<file path="config.mk">
export PLATFORM = sky130hd
export DESIGN_NAME = xgmii_decoder_64b66b
export DESIGN_NICKNAME = d
export VERILOG_FILES = /design/src/rtl/xgmii_decoder_64b66b.sv
export SDC_FILE = /design/constraint.sdc
export NUM_CORES = 1
export LEC_CHECK = 0
export ABC_AREA = 1
export CORE_MARGIN = 2
export CORE_UTILIZATION = 40
export DETAILED_ROUTE_END_ITERATION = 8
export GPL_TIMING_DRIVEN = 0
export MAX_ROUTING_LAYER = met4
export RECOVER_POWER = 100
export SYNTH_ARGS = -nofsm -noshare
export SYNTH_HDL_FRONTEND = slang
export SYNTH_SLANG_ARGS = --single-unit
</file>
<file path="constraint.sdc">
create_clock -name i_clk -period 2.95 [get_ports i_clk]
set_clock_uncertainty 0.2 [all_clocks]
set_input_delay 0.4425 -clock i_clk [delete_from_list [all_inputs] [get_ports i_clk]]
set_output_delay 0.4425 -clock i_clk [all_outputs]
set_load 0.01 [all_outputs]
</file>
<file path="src/rtl/xgmii_decoder_64b66b.sv">
// Clause 49 receive decoder: descrambled 66-bit blocks in, one XGMII data/ctrl word out per valid block.
// One-cycle registered latency; no backpressure (i_rx_valid gaps hold state and outputs, valid drops).
module xgmii_decoder_64b66b #(
  parameter int DATA_WIDTH    = 64,
  parameter int CTRL_WIDTH    = 8,
  parameter int HDR_WIDTH     = 2,
  parameter int ERR_CNT_WIDTH = 8
) (
  input  logic                     i_clk,
  input  logic                     i_reset,
  input  logic [DATA_WIDTH-1:0]    i_rx_data,
  input  logic [HDR_WIDTH-1:0]     i_rx_hdr,
  input  logic                     i_rx_valid,
  input  logic                     i_block_lock,
  output logic [DATA_WIDTH-1:0]    o_xgmii_data,
  output logic [CTRL_WIDTH-1:0]    o_xgmii_ctrl,
  output logic                     o_xgmii_valid,
  output logic                     o_decode_err,
  output logic [ERR_CNT_WIDTH-1:0] o_err_count
);

  localparam logic [HDR_WIDTH-1:0]  SYNC_DATA = 2'b01;
  localparam logic [HDR_WIDTH-1:0]  SYNC_CTRL = 2'b10;

  localparam logic [7:0] BT_C8    = 8'h1E;
  localparam logic [7:0] BT_C4_O4 = 8'h2D;
  localparam logic [7:0] BT_C4_S4 = 8'h33;
  localparam logic [7:0] BT_O4_O0 = 8'h55;
  localparam logic [7:0] BT_O0_S4 = 8'h66;
  localparam logic [7:0] BT_S0    = 8'h78;
  localparam logic [7:0] BT_O0_C4 = 8'h4B;
  localparam logic [7:0] BT_T0    = 8'h87;
  localparam logic [7:0] BT_T1    = 8'h99;
  localparam logic [7:0] BT_T2    = 8'hAA;
  localparam logic [7:0] BT_T3    = 8'hB4;
  localparam logic [7:0] BT_T4    = 8'hCC;
  localparam logic [7:0] BT_T5    = 8'hD2;
  localparam logic [7:0] BT_T6    = 8'hE1;
  localparam logic [7:0] BT_T7    = 8'hFF;

  localparam logic [DATA_WIDTH-1:0] LF_DATA  = 64'h0100009C_0100009C;
  localparam logic [CTRL_WIDTH-1:0] LF_CTRL  = 8'h11;
  localparam logic [DATA_WIDTH-1:0] ERR_DATA = {8{8'hFE}};

  typedef enum logic [1:0] {RX_INIT, RX_C, RX_D, RX_E} state_t;
  typedef enum logic [2:0] {CLS_C, CLS_S, CLS_D, CLS_T, CLS_E} blk_cls_t;

  state_t                  state;
  state_t                  state_nxt;
  blk_cls_t                cls;
  logic [DATA_WIDTH-1:0]   dec_data;
  logic [CTRL_WIDTH-1:0]   dec_ctrl;
  logic [DATA_WIDTH-1:0]   tail_data;
  logic [2:0]              term_lane;
  logic                    is_term;
  logic                    codes_ok;

  function automatic logic [7:0] ctl_7to8(input logic [6:0] c);
    case (c)
      7'h00:   return 8'h07;
      7'h06:   return 8'h06;
      7'h1E:   return 8'hFE;
      7'h2D:   return 8'h1C;
      7'h33:   return 8'h3C;
      7'h4B:   return 8'h7C;
      7'h55:   return 8'hBC;
      7'h66:   return 8'hDC;
      7'h78:   return 8'hF7;
      default: return 8'hFE;
    endcase
  endfunction

  function automatic logic ctl_known(input logic [6:0] c);
    case (c)
      7'h00, 7'h06, 7'h1E, 7'h2D, 7'h33, 7'h4B, 7'h55, 7'h66, 7'h78: return 1'b1;
      default: return 1'b0;
    endcase
  endfunction

  function automatic logic o_known(input logic [3:0] o);
    return (o == 4'h0) || (o == 4'hF);
  endfunction

  function automatic logic [7:0] o_to8(input logic [3:0] o);
    return (o == 4'h0) ? 8'h9C : 8'h5C;
  endfunction

  // Terminate data starts right after the type byte; pre-shifting keeps lane selects in range.
  assign tail_data = i_rx_data >> 8;

  always_comb begin
    cls       = CLS_E;
    dec_data  = '0;
    dec_ctrl  = '0;
    term_lane = 3'd0;
    is_term   = 1'b0;
    codes_ok  = 1'b1;
    if (i_rx_hdr == SYNC_DATA) begin
      cls      = CLS_D;
      dec_data = i_rx_data;
    end else if (i_rx_hdr == SYNC_CTRL) begin
      case (i_rx_data[7:0])
        BT_C8: begin
          for (int i = 0; i < 8; i++) begin
            dec_data[8*i +: 8] = ctl_7to8(i_rx_data[8+7*i +: 7]);
            codes_ok = codes_ok & ctl_known(i_rx_data[8+7*i +: 7]);
          end
          dec_ctrl = 8'hFF;
          cls      = codes_ok ? CLS_C : CLS_E;
        end
        BT_C4_O4: begin
          for (int i = 0; i < 4; i++) dec_data[8*i +: 8] = ctl_7to8(i_rx_data[8+7*i +: 7]);
          dec_data[39:32] = o_to8(i_rx_data[39:36]);
          dec_data[63:40] = i_rx_data[63:40];
          dec_ctrl        = 8'h1F;
          cls             = o_known(i_rx_data[39:36]) ? CLS_C : CLS_E;
        end
        BT_O0_C4: begin
          dec_data[7:0]  = o_to8(i_rx_data[35:32]);
          dec_data[31:8] = i_rx_data[31:8];
          for (int i = 0; i < 4; i++) dec_data[32+8*i +: 8] = ctl_7to8(i_rx_data[36+7*i +: 7]);
          dec_ctrl       = 8'hF1;
          cls            = o_known(i_rx_data[35:32]) ? CLS_C : CLS_E;
        end
        BT_O4_O0: begin
          dec_data[7:0]   = o_to8(i_rx_data[35:32]);
          dec_data[31:8]  = i_rx_data[31:8];
          dec_data[39:32] = o_to8(i_rx_data[39:36]);
          dec_data[63:40] = i_rx_data[63:40];
          dec_ctrl        = 8'h11;
          cls = (o_known(i_rx_data[35:32]) && o_known(i_rx_data[39:36])) ? CLS_C : CLS_E;
        end
        BT_S0: begin
          dec_data = {i_rx_data[63:8], 8'hFB};
          dec_ctrl = 8'h01;
          cls      = CLS_S;
        end
        BT_C4_S4: begin
          for (int i = 0; i < 4; i++) dec_data[8*i +: 8] = ctl_7to8(i_rx_data[8+7*i +: 7]);
          dec_data[39:32] = 8'hFB;
          dec_data[63:40] = i_rx_data[63:40];
          dec_ctrl        = 8'h1F;
          cls             = CLS_S;
        end
        BT_O0_S4: begin
          dec_data[7:0]   = o_to8(i_rx_data[35:32]);
          dec_data[31:8]  = i_rx_data[31:8];
          dec_data[39:32] = 8'hFB;
          dec_data[63:40] = i_rx_data[63:40];
          dec_ctrl        = 8'h11;
          cls             = o_known(i_rx_data[35:32]) ? CLS_S : CLS_E;
        end
        BT_T0: begin is_term = 1'b1; term_lane = 3'd0; end
        BT_T1: begin is_term = 1'b1; term_lane = 3'd1; end
        BT_T2: begin is_term = 1'b1; term_lane = 3'd2; end
        BT_T3: begin is_term = 1'b1; term_lane = 3'd3; end
        BT_T4: begin is_term = 1'b1; term_lane = 3'd4; end
        BT_T5: begin is_term = 1'b1; term_lane = 3'd5; end
        BT_T6: begin is_term = 1'b1; term_lane = 3'd6; end
        BT_T7: begin is_term = 1'b1; term_lane = 3'd7; end
        default: cls = CLS_E;
      endcase
      // Trailing control code for lane j always sits at bit 8+7j, whatever the terminate lane.
      if (is_term) begin
        for (int j = 0; j < 8; j++) begin
          if (j < int'(term_lane))       dec_data[8*j +: 8] = tail_data[8*j +: 8];
          else if (j == int'(term_lane)) dec_data[8*j +: 8] = 8'hFD;
          else                           dec_data[8*j +: 8] = ctl_7to8(i_rx_data[8+7*j +: 7]);
        end
        dec_ctrl = 8'hFF << term_lane;
        cls      = CLS_T;
      end
    end
  end

  always_comb begin
    state_nxt = RX_E;
    case (state)
      RX_INIT, RX_C: begin
        if (cls == CLS_C)      state_nxt = RX_C;
        else if (cls == CLS_S) state_nxt = RX_D;
      end
      RX_D: begin
        if (cls == CLS_D)      state_nxt = RX_D;
        else if (cls == CLS_T) state_nxt = RX_C;
      end
      RX_E: begin
        if (cls == CLS_C || cls == CLS_T) state_nxt = RX_C;
        else if (cls == CLS_D)            state_nxt = RX_D;
      end
      default: state_nxt = RX_E;
    endcase
  end

  always_ff @(posedge i_clk) begin
    if (i_reset) begin
      state         <= RX_INIT;
      o_xgmii_data  <= LF_DATA;
      o_xgmii_ctrl  <= LF_CTRL;
      o_xgmii_valid <= 1'b0;
      o_decode_err  <= 1'b0;
      o_err_count   <= '0;
    end else begin
      o_xgmii_valid <= i_rx_valid;
      o_decode_err  <= 1'b0;
      if (i_rx_valid) begin
        if (!i_block_lock) begin
          state        <= RX_INIT;
          o_xgmii_data <= LF_DATA;
          o_xgmii_ctrl <= LF_CTRL;
        end else begin
          state <= state_nxt;
          if (state_nxt == RX_E) begin
            o_xgmii_data <= ERR_DATA;
            o_xgmii_ctrl <= '1;
            o_decode_err <= 1'b1;
            if (o_err_count != '1) o_err_count <= o_err_count + 1'b1;
          end else begin
            o_xgmii_data <= dec_data;
            o_xgmii_ctrl <= dec_ctrl;
          end
        end
      end
    end
  end

endmodule

</file>
[After elaboration in Yosys (flattened, before gate mapping)]
Cells that the tools add are included.
Storage, ports and cells
  register bits: 84
  input port bits: 70
  output and inout port bits: 82
  logic and storage cells: 247
Cells by class
  add/sub/neg operators: 1
  order comparisons: 7
  equal/unequal tests: 98
  shift-type cells: 1
  mux-type cells: 93
  bitwise gates (word level): 9
  reduce and logical (&&, ||, !) cells: 32
Operator list (count)
  $pmux 8 s8: 8
  $pmux 64 s7: 1
  $mux 64: 5
  $eq 7x7->1 const B: 32
  $mux 8: 22
  $eq 7x6->1 const B: 16
  $reduce_or 9->1: 8
  $eq 8x8->1 const B: 8
  $eq 7x3->1 const B: 8
  $eq 7x5->1 const B: 8
  $logic_not 7->1: 8
  $pmux 8 s5: 1
  $mux 1: 38
  $eq 8x7->1 const B: 4
  $mux 3: 10
  $pmux 3 s7: 1
  $pmux 3 s6: 1
  $eq 8x6->1 const B: 2
  $eq 3x3->1 const A: 4
  $mux 2: 5
  $lt 3x3->1 const A: 3
  $add 8x1->8 const B: 1
  $eq 2x2->1 const B: 4
  $eq 4x4->1 const B: 2
  22 further kinds: 41

[Logic depth before layout (Yosys ltp)]
Gate-level depths: netlist (run 1).
  depth in word-level cells: 25
  mapped depth: 18
  mapped depth without buffers: 16

[Least setup slack after synthesis (run 1)]
No wires, ideal clock.
  path type: input to register
  start: in i_rx_data[6]
  end: reg o_xgmii_data[56]
  library setup time: 116 ps
  data arrival time: 1964 ps
  required time: 2634 ps
  setup slack: 670 ps
  cell stages on the path: 14
  path buffers: 1
  cells stage by stage: nand2_1 -> nor2_1 -> nand2_2 -> nand2_1 -> nor2_2 -> nand2_4 -> nor2_1 -> nor2_2 -> a21oi_4 -> and2_1 -> nand3_1 -> buf_4 -> o211ai_1 -> inv_1
On the way
  longest elaborated chain between the ends: 15
  elaborated cells on any way between the ends: 48
  those cells by class: eq/ne (20); mux (24); reduce/logical (4)
RTL lines
  start: declaration: line 11  | input logic [DATA_WIDTH-1:0] i_rx_data,
  $eq 8x8->1: line 102  | case (i_rx_data[7:0])
  $reduce_or 8->1 (no source line)
  $mux 1: line 102
  $mux 1: line 101  | end else if (i_rx_hdr == SYNC_CTRL) begin
  $mux 1: line 98  | if (i_rx_hdr == SYNC_DATA) begin
  $mux 3: line 164  | if (is_term) begin
  $mux 3: line 101
  $mux 3: line 98
  $eq 3x2->1, or another cell as far along: line 184, 189
  $mux 1, or another cell as far along: line 189  | else if (cls == CLS_D) state_nxt = RX_D;
  $mux 2 (on tied branches): line 188, 180, 184
  $pmux 2 s3: line 178  | case (state)
  $eq 2x2->1: line 213  | if (state_nxt == RX_E) begin
  $mux 64 *: line 213
  $mux 64 *: line 207  | if (!i_block_lock) begin
  end signal: assignment: line 219  | o_xgmii_data <= dec_data;
  end: declaration: line 15  | output logic [DATA_WIDTH-1:0] o_xgmii_data,
Every way passes the cells marked *; elsewhere a longest branch is shown, timed or not. The select of a mux whose other input is x is not followed.
A chain may end at the register's enable or synchronous reset.

[Worst setup path in the final report (run 1)]
  start: in i_rx_data[34]
  end: reg o_xgmii_data[18]
On the way
  longest elaborated chain between the ends: 23
  elaborated cells on any way between the ends: 46
  those cells by class: eq/ne (13); mux (21); bitwise (5); reduce/logical (7)
RTL lines
  $eq 7x7->1, or another cell as far along: line 74  | case (c)
  $reduce_or 9->1: line 74
  $mux 1: line 74
  $mux 1: line 102
  $mux 1: line 101
  $mux 1: line 98
  $and 1x1->1 (5 in a row): line 106  | codes_ok = codes_ok & ctl_known(i_rx_data[8+7*i +: 7]);
  $mux 3: line 109  | cls = codes_ok ? CLS_C : CLS_E;
  [... 3 more ...]
  $mux 3 *: line 98
  $eq 3x2->1, or another cell as far along: line 184, 189
  $mux 1, or another cell as far along: line 189
  $mux 2 (on tied branches): line 188, 180, 184
  $pmux 2 s3 *: line 178
  $eq 2x2->1 *: line 213
  $mux 64 *: line 213
  $mux 64 *: line 207
Marked as above.

==> impl_metrics.yaml, run 1 <==
setup_path:
  cp_max_fo: 10
  crit_top_cell: "nand2_1"
  worstRegToRegCells: 8
  timing.rr.end: "o_err_count[1]$_SDFFE_PP0P_"
  critical_path_class: "input pin to flop"
  critPathCapture: "o_xgmii_data[18]$_SDFFE_PP0P_"
  crit_slowest_cell: "dlygate4sd2_1"
  end_kind: "flop"
  max_stage_delay_ns: 0.40
  critPathRequiredTime_ns: 3.00
  startpoint_type: "input pin"
  path_cells: "dlygate4sd2_1, inv_1, nor2_1, nand2_1, o21ai_0, nor2_1, nand2_1, nand2_1, nor2_1, nand2_1, nand2_1, nand3_2, nand3_4, buf_8, o211ai_1, nand2_1, nand2_1"
  arrival_ns: 2.89
  rrSetupSlack_ns: 0.86
  crit_start: "i_rx_data[34]"
  r2r_start: "o_err_count[4]$_SDFFE_PP0P_"
job:
  maxCapViolCount: 0
global_routing:
  grt_max_degree: 16
  track_usage_pct: 35.1
  grt_pass1_vias: 9528
  grt_first_pass_wirelength_um: 52300
  antenna_found_initial: 0
  gr-total-overflow: 0
floorplanning:
  die_area_mm2: 0.0197
  dieWidth_um: 140
  start_util_pct: 41.1
  core_mm2: 0.0181
  num_rows: 49
  ioPinCount: 152
  die_y_um: 140
placed_design:
  dp_slack_ns: -0.746
  place_hpwl_um: 27100
  portBuffers: 146
  gp_congestion: 1.03
clock_network:
  clk_latency_ns: 0.34
  clock_sinks: 84
  cts_tree: "built"
  clk_pin_slew_ns: 0.07
  clockBufferDepth: 2
  cts_made_buffers: 9
  cts-root-buf: "clkbuf_16"
  ctsHoldBuffers: 0
  h-tree-depth: 3
drt:
  wl_per_cell_um: 19.8
  drt_wl_total_um: 34400
  wl_met2_um: 15700
  via_per_inst: 5.81
  wl_met3_um: 2670
  dr.first_iter.drc_count: 1077
  drtPass1Iterations: 6
  dr_total_vias: 10100
  ant_nets: 0
  drt-met1-wl_um: 13600
  drc: 0
  maxUsedRoutingLayer: "met4"
power:
  vdd_drop_max_v: 0.000277
  pwr-share-seq_pct: 39.7
  power_switching_mw: 1.04
  leakage_nw: 4.88
  sw_frac_of_total_pct: 33.6
  pwr-share-comb_pct: 25.4
  power.internal_mw: 2.05
  power_density_mw_per_mm2: 311
  p_clk_share_pct: 34.9
sta:
  slew_violations: 0
  finalCritPeriodShare_pct: 96.3
  holdWs_ns: 0.250
  worstMarginPinSlew_ns: 0.821
  fin_ws_ns: 0.109
  max_freq_mhz: 352
  slew_headroom_pct: 45.3
  setup_violations: 0
  hold_viol_final: 0
  finalCriticalPeriod_ns: 2.84
synthesis:
  yosysSeqAreaShare_pct: 22.6
  synth_largest_area_cell: "dfxtp_1"
  ys_ff_latch: 84
  synth.avg_cell_area_um2: 5.60
  synthCells: 1327
  yosysUniqueCellTypes: 47
  syn_nets: 1398
  synth_top_area_share_pct: 22.6
  ys_warn_count: 0
  syn-cell-area_mm2: 0.00743
  synth.area.top_cells: "dfxtp_1, nand2_1, nor2_1"
layout:
  final_util_pct: 54.7
  syn_to_final_growth_pct: 33.3
  antenna_cells: 0
  drive_gt1_share_pct: 10.6
  final_nets: 1574
  nFillCells: 1920
worst_hold_path:
  min_path_cells: 2
  min-delay-path-class: "flop to flop"
run_status:
  status: "completed"
==> through the flow <==
| step | setup TNS [ns] | total power [mW] | instance area [µm²] | instances |
|---|---|---|---|---|
| floorplan | 0 | 1.61 | 7430 | 1327 |
| global placement | -46.37 | 2.01 | 9180 | 1702 |
| detailed placement | -44.56 | 2.01 | 9180 | 1702 |
| CTS | -0.0665 | 3.08 | 9650 | 1729 |
| global route | -0.00690 | 3.21 | 9900 | 1737 |
| finish | 0 | 3.08 | 9900 | 1737 |
==> power by group through the flow <==
stage,Combinational (mW),Clock [mW],Sequential [mW]
finish,0.782,1.08,1.22
global route,0.841,1.14,1.23
floorplan,0.340,0,1.27
detailed placement,0.760,0,1.25
CTS,0.770,1.09,1.23
global placement,0.759,0,1.25
==> repair_timing <==
item | 4_1_cts | 5_1_grt
gates resized for setup | 52 | 95
buffers inserted | 11 | 8
endpoints found under the setup margin | 81 | 75
pin swaps | 5 | 4
==> area by class of cell <==
class | count | area (µm²) | share of cell area (%)
Multi-Input combinational cell | 1046 | 5160 | 52.1
Timing Repair Buffer | 165 | 1670 | 16.9
Sequential cell | 84 | 1680 | 17.0
Clock inverter | 6 | 48.8 | 0.493
Inverter | 145 | 553 | 5.59
Tap cell | 229 | 287 | 2.89
Clock buffer | 10 | 229 | 2.31
Buffer | 52 | 272 | 2.74
==> critical path: cells and delay by family <==
family / cells / cell delay (ns)
and+or+nand+nor: 12 / 1.29
AOI/OAI and AO/OA: 2 / 0.43
buffers and inverters: 3 / 0.72
==> worst min path at each step <==
stage | to | start
6_report | o_xgmii_data[26]$_SDFFE_PP0P_ | o_xgmii_data[26]$_SDFFE_PP0P_
5_1_grt | o_xgmii_data[22]$_SDFFE_PP0P_ | o_xgmii_data[22]$_SDFFE_PP0P_
4_1_cts | o_xgmii_data[26]$_SDFFE_PP0P_ | o_xgmii_data[26]$_SDFFE_PP0P_
3_5_place_dp | o_xgmii_data[26]$_SDFFE_PP0P_ | o_xgmii_data[26]$_SDFFE_PP0P_
3_3_place_gp | o_xgmii_data[53]$_SDFFE_PP0P_ | o_xgmii_data[53]$_SDFFE_PP0P_
2_1_floorplan | state[0]$_SDFFE_PP0P_ | state[0]$_SDFFE_PP0P_
==> flip-flops by register name, indices dropped and copies added, names as in the netlist <==
| signal | flops |
|---|---|
| state | 2 |
| o_xgmii_ctrl | 8 |
| o_xgmii_valid | 1 |
| o_err_count | 8 |
| o_xgmii_data | 64 |
| o_decode_err | 1 |
==> layout by cell type, fill, tap and decap left out, drive strengths merged, types with 20 or more instances in the layout <==
master        count
nand2           441
dfxtp            84
clkbuf           43
nand3            97
inv             144
o211ai           48
a21oi            67
buf              39
nor2            182
o21ai            74
dlygate4sd3      83
nor3             20
dlymetal6s2s     35
nand4            26
==> cell usage after synthesis (all sizes together) <==
| cell | n |
|---|---|
| a21boi | 1 |
| nor2 | 182 |
| nand2 | 441 |
| buf | 27 |
| clkinv | 2 |
| a221oi | 5 |
| nand3b | 1 |
| a32oi | 3 |
| o31ai | 1 |
| o21ai | 74 |
| nor3b | 5 |
| o2111ai | 3 |
| clkbuf | 25 |
| nand4 | 26 |
| o22ai | 15 |
| xor2 | 6 |
| dfxtp | 84 |
| and3 | 1 |
| nand3 | 97 |
| and2 | 1 |
| a211oi | 2 |
| a31oi | 9 |
| inv | 143 |
| a21oi | 67 |
| o221ai | 17 |
| o211ai | 48 |
| o21a | 2 |
| o32ai | 1 |
| a22oi | 16 |
| a21o | 1 |
| nor3 | 20 |
| ha | 1 |
==> logic make-up after synthesis <==
kind of cell               after synthesis  share of synthesized area [%]
DFF                                     84                           22.6
adders and majority gates                1                          0.168
and+or+nand+nor                        774                           43.5
AOI/OAI and AO/OA                      265                           22.3
buffers and inverters                  197                           10.7
xor gates and xnor gates                 6                          0.708
==> routing by layer <==
| metal | up-vias | track usage (%) |
|---|---|---|
| met5 | - | - |
| met4 | 0 | 21.6 |
| met2 | 575 | 56.3 |
| met1 | 4560 | 41.7 |
| li1 | 4799 | - |
| met3 | 152 | 4.68 |
Note: power is estimated with default switching activity, not from simulation.
==> run 2: changes to the inputs <==
ABC_AREA = 0   (was 1)
==> impl_metrics.yaml, run 2 <==
run_status:
  status: "complete, but fails checks"
  violations: "setup timing"
setup_path:
  startpoint_type: "input pin"
  end_kind: "flop"
  arrival_ns: 3.30
  critPathRequiredTime_ns: 2.98
  critical_path_class: "input pin to flop"
  cp_max_fo: 5
sta:
  fin_ws_ns: -0.325
  worstMarginPinSlew_ns: 1.25
  max_freq_mhz: 305
  holdWs_ns: 0.241
  finalCritPeriodShare_pct: 111
  slew_headroom_pct: 16.5
  hold_viol_final: 0
  finalCriticalPeriod_ns: 3.28
  setup_violations: 80
  rsz0062_at_grt: "true"
  slew_violations: 0
drt:
  dr_total_vias: 9830
  dr.first_iter.drc_count: 1064
  drtPass1Iterations: 7
  drc: 0
  via_per_inst: 6.49
  ant_nets: 0
  drt_wl_total_um: 35200
  wl_per_cell_um: 23.2
clock_network:
  cts_tree: "built"
  clockBufferDepth: 2
  cts-root-buf: "clkbuf_16"
  cts_made_buffers: 9
  clk_latency_ns: 0.37
  clk_pin_slew_ns: 0.06
  h-tree-depth: 3
  clock_sinks: 84
  ctsHoldBuffers: 0
floorplanning:
  dieWidth_um: 141
  die_area_mm2: 0.0198
  ioPinCount: 152
  num_rows: 49
  start_util_pct: 41.2
  core_mm2: 0.0181
  die_y_um: 141
synthesis:
  synth.avg_cell_area_um2: 7.03
  synth.most_common_cell: "nand2_1"
  yosysUniqueCellTypes: 89
  yosysSeqAreaShare_pct: 22.5
  synth_top_area_share_pct: 22.5
  synth_largest_area_cell: "dfxtp_1"
  postSynth.asyncResetShare_pct: 0
  synth_compound_area_share_pct: 36.0
  synthAdderAreaFrac_pct: 0.168
  ys_ff_latch: 84
  synthFlopType: "dfxtp_1"
  syn_nets: 1133
  synth.area.top_cells: "dfxtp_1, nand2_1, o21ai_0"
  syn-cell-area_mm2: 0.00747
  synth_common_cells: "nand2_1, clkbuf_1, nor2_1, o21ai_0, dfxtp_1"
  synth.mux.area_fraction_pct: 0.720
  synthCells: 1062
  yosys.area_share.simple_pct: 32.9
  synth_top_family_by_area: "compound AO/OA/AOI/OAI gates"
  ys_warn_count: 0
  synthXorXnorAreaFrac_pct: 0.469
  synth_edf_count: 0
placed_design:
  gp_congestion: 0.996
  place_hpwl_um: 24600
  portBuffers: 135
global_routing:
  grt_pass1_vias: 8688
  antenna_found_initial: 0
  grt_first_pass_wirelength_um: 52000
  grt_max_degree: 17
  gr-total-overflow: 0
  track_usage_pct: 34.5
power:
  pwr-share-comb_pct: 29.3
  power.internal_mw: 2.30
  pwr-share-seq_pct: 35.0
  sw_frac_of_total_pct: 34.1
  leakage_nw: 4.58
  power_switching_mw: 1.19
  p_clk_share_pct: 35.7
  power_density_mw_per_mm2: 297
  vdd_drop_max_v: 0.000290
layout:
  drive_gt1_share_pct: 26.8
  top_register: "o_xgmii_data"
  largest_reg_flops: 64
  final_util_pct: 64.7
  layout_common_cells: "nand2_1, dfxtp_1, dlygate4sd3_1"
  final_nets: 1351
  reg_top3: "o_xgmii_data x64, o_err_count x8, o_xgmii_ctrl x8"
  nFillCells: 1575
  syn_to_final_growth_pct: 57.2
  layout_commonest_cell: "nand2_1"
  antenna_cells: 0
worst_hold_path:
  min-delay-path-class: "flop to flop"
job:
  maxCapViolCount: 0
==> run 2: layer usage <==
layer	wire length [µm]	GRT usage, %	vias to the layer above
li1	-	-	4445
met1	15200	48.8	4674
met2	15100	48.9	615
met3	3780	8.19	96
met4	1130	10.0	0
met5	0	-	-
==> run 2: critical path, cell delays in order <==
cell and delay [ns]:
clkdlybuf4s50_1 0.53, nor4bb_2 0.26, o211ai_1 0.19, buf_4 0.19, a32oi_4 0.32, o31a_1 0.29, a31oi_4 0.12, o21a_4 0.27
buf_12 0.16, buf_12 0.15, a221oi_4 0.28, o21ai_1 0.09
==> run 2: cell type report <==
type | count | area (µm²) | share of cell area [%]
plain buffers | 113 | 985 | 8.39
repair buffers | 207 | 2090 | 17.8
inverters | 18 | 70.1 | 0.597
multi-input cells | 847 | 6320 | 53.9
clock buffers | 9 | 225 | 1.92
flip-flops and latches | 84 | 1680 | 14.3
well taps | 229 | 287 | 2.44
clock inverters | 7 | 82.6 | 0.703
==> run 2: power groups by stage <==
stage / sequential, mW / combinational (mW) / clock, mW
after floorplan: 1.27 / 0.407 / 0
after global placement: 1.25 / 0.786 / 0
after detailed placement: 1.25 / 0.787 / 0
after CTS: 1.22 / 0.952 / 1.23
after global routing: 1.23 / 1.08 / 1.29
final: 1.22 / 1.02 / 1.24
==> run 2: worst paths after layout <==
kind / start / end / slack, ns / cells after the start
min reg2reg: o_xgmii_data[19]$_SDFFE_PP0P_ / o_xgmii_data[19]$_SDFFE_PP0P_ / 0.24 / 2
max reg2reg: o_err_count[0]$_SDFFE_PP0P_ / o_err_count[5]$_SDFFE_PP0P_ / 0.51 / 6
max: i_rx_data[15] / o_xgmii_data[1]$_SDFFE_PP0P_ / -0.33 / 12
min: o_xgmii_data[19]$_SDFFE_PP0P_ / o_xgmii_data[19]$_SDFFE_PP0P_ / 0.24 / 2
==> run 2: stage by stage <==
stage          cell area, µm²  power (mW)  TNS (ns)  setup WS [ns]  instances
6_report                11700        3.49    -16.61         -0.325       1514
5_1_grt                 11700        3.60    -21.46         -0.377       1514
4_1_cts                 11200        3.41     -9.49         -0.228       1496
3_5_place_dp             9140        2.04   -109.83          -1.51       1426
3_3_place_gp             9140        2.03   -112.66          -1.63       1426
2_1_floorplan            7500        1.67     -3.96         -0.123       1062
==> run 2: logic make-up after synthesis <==
logic type | Yosys count
and+or+nand+nor | 448
xor gates and xnor gates | 4
buffers and inverters | 131
adders and majority gates | 1
muxes | 5
AOI/OAI and AO/OA | 389
DFF | 84
==> run 2: timing repair <==
action,CTS,global route
setup endpoints to repair,82,81
pin swaps,63,38
gates resized for setup,329,156
cloned,4,1
buffers inserted,50,17
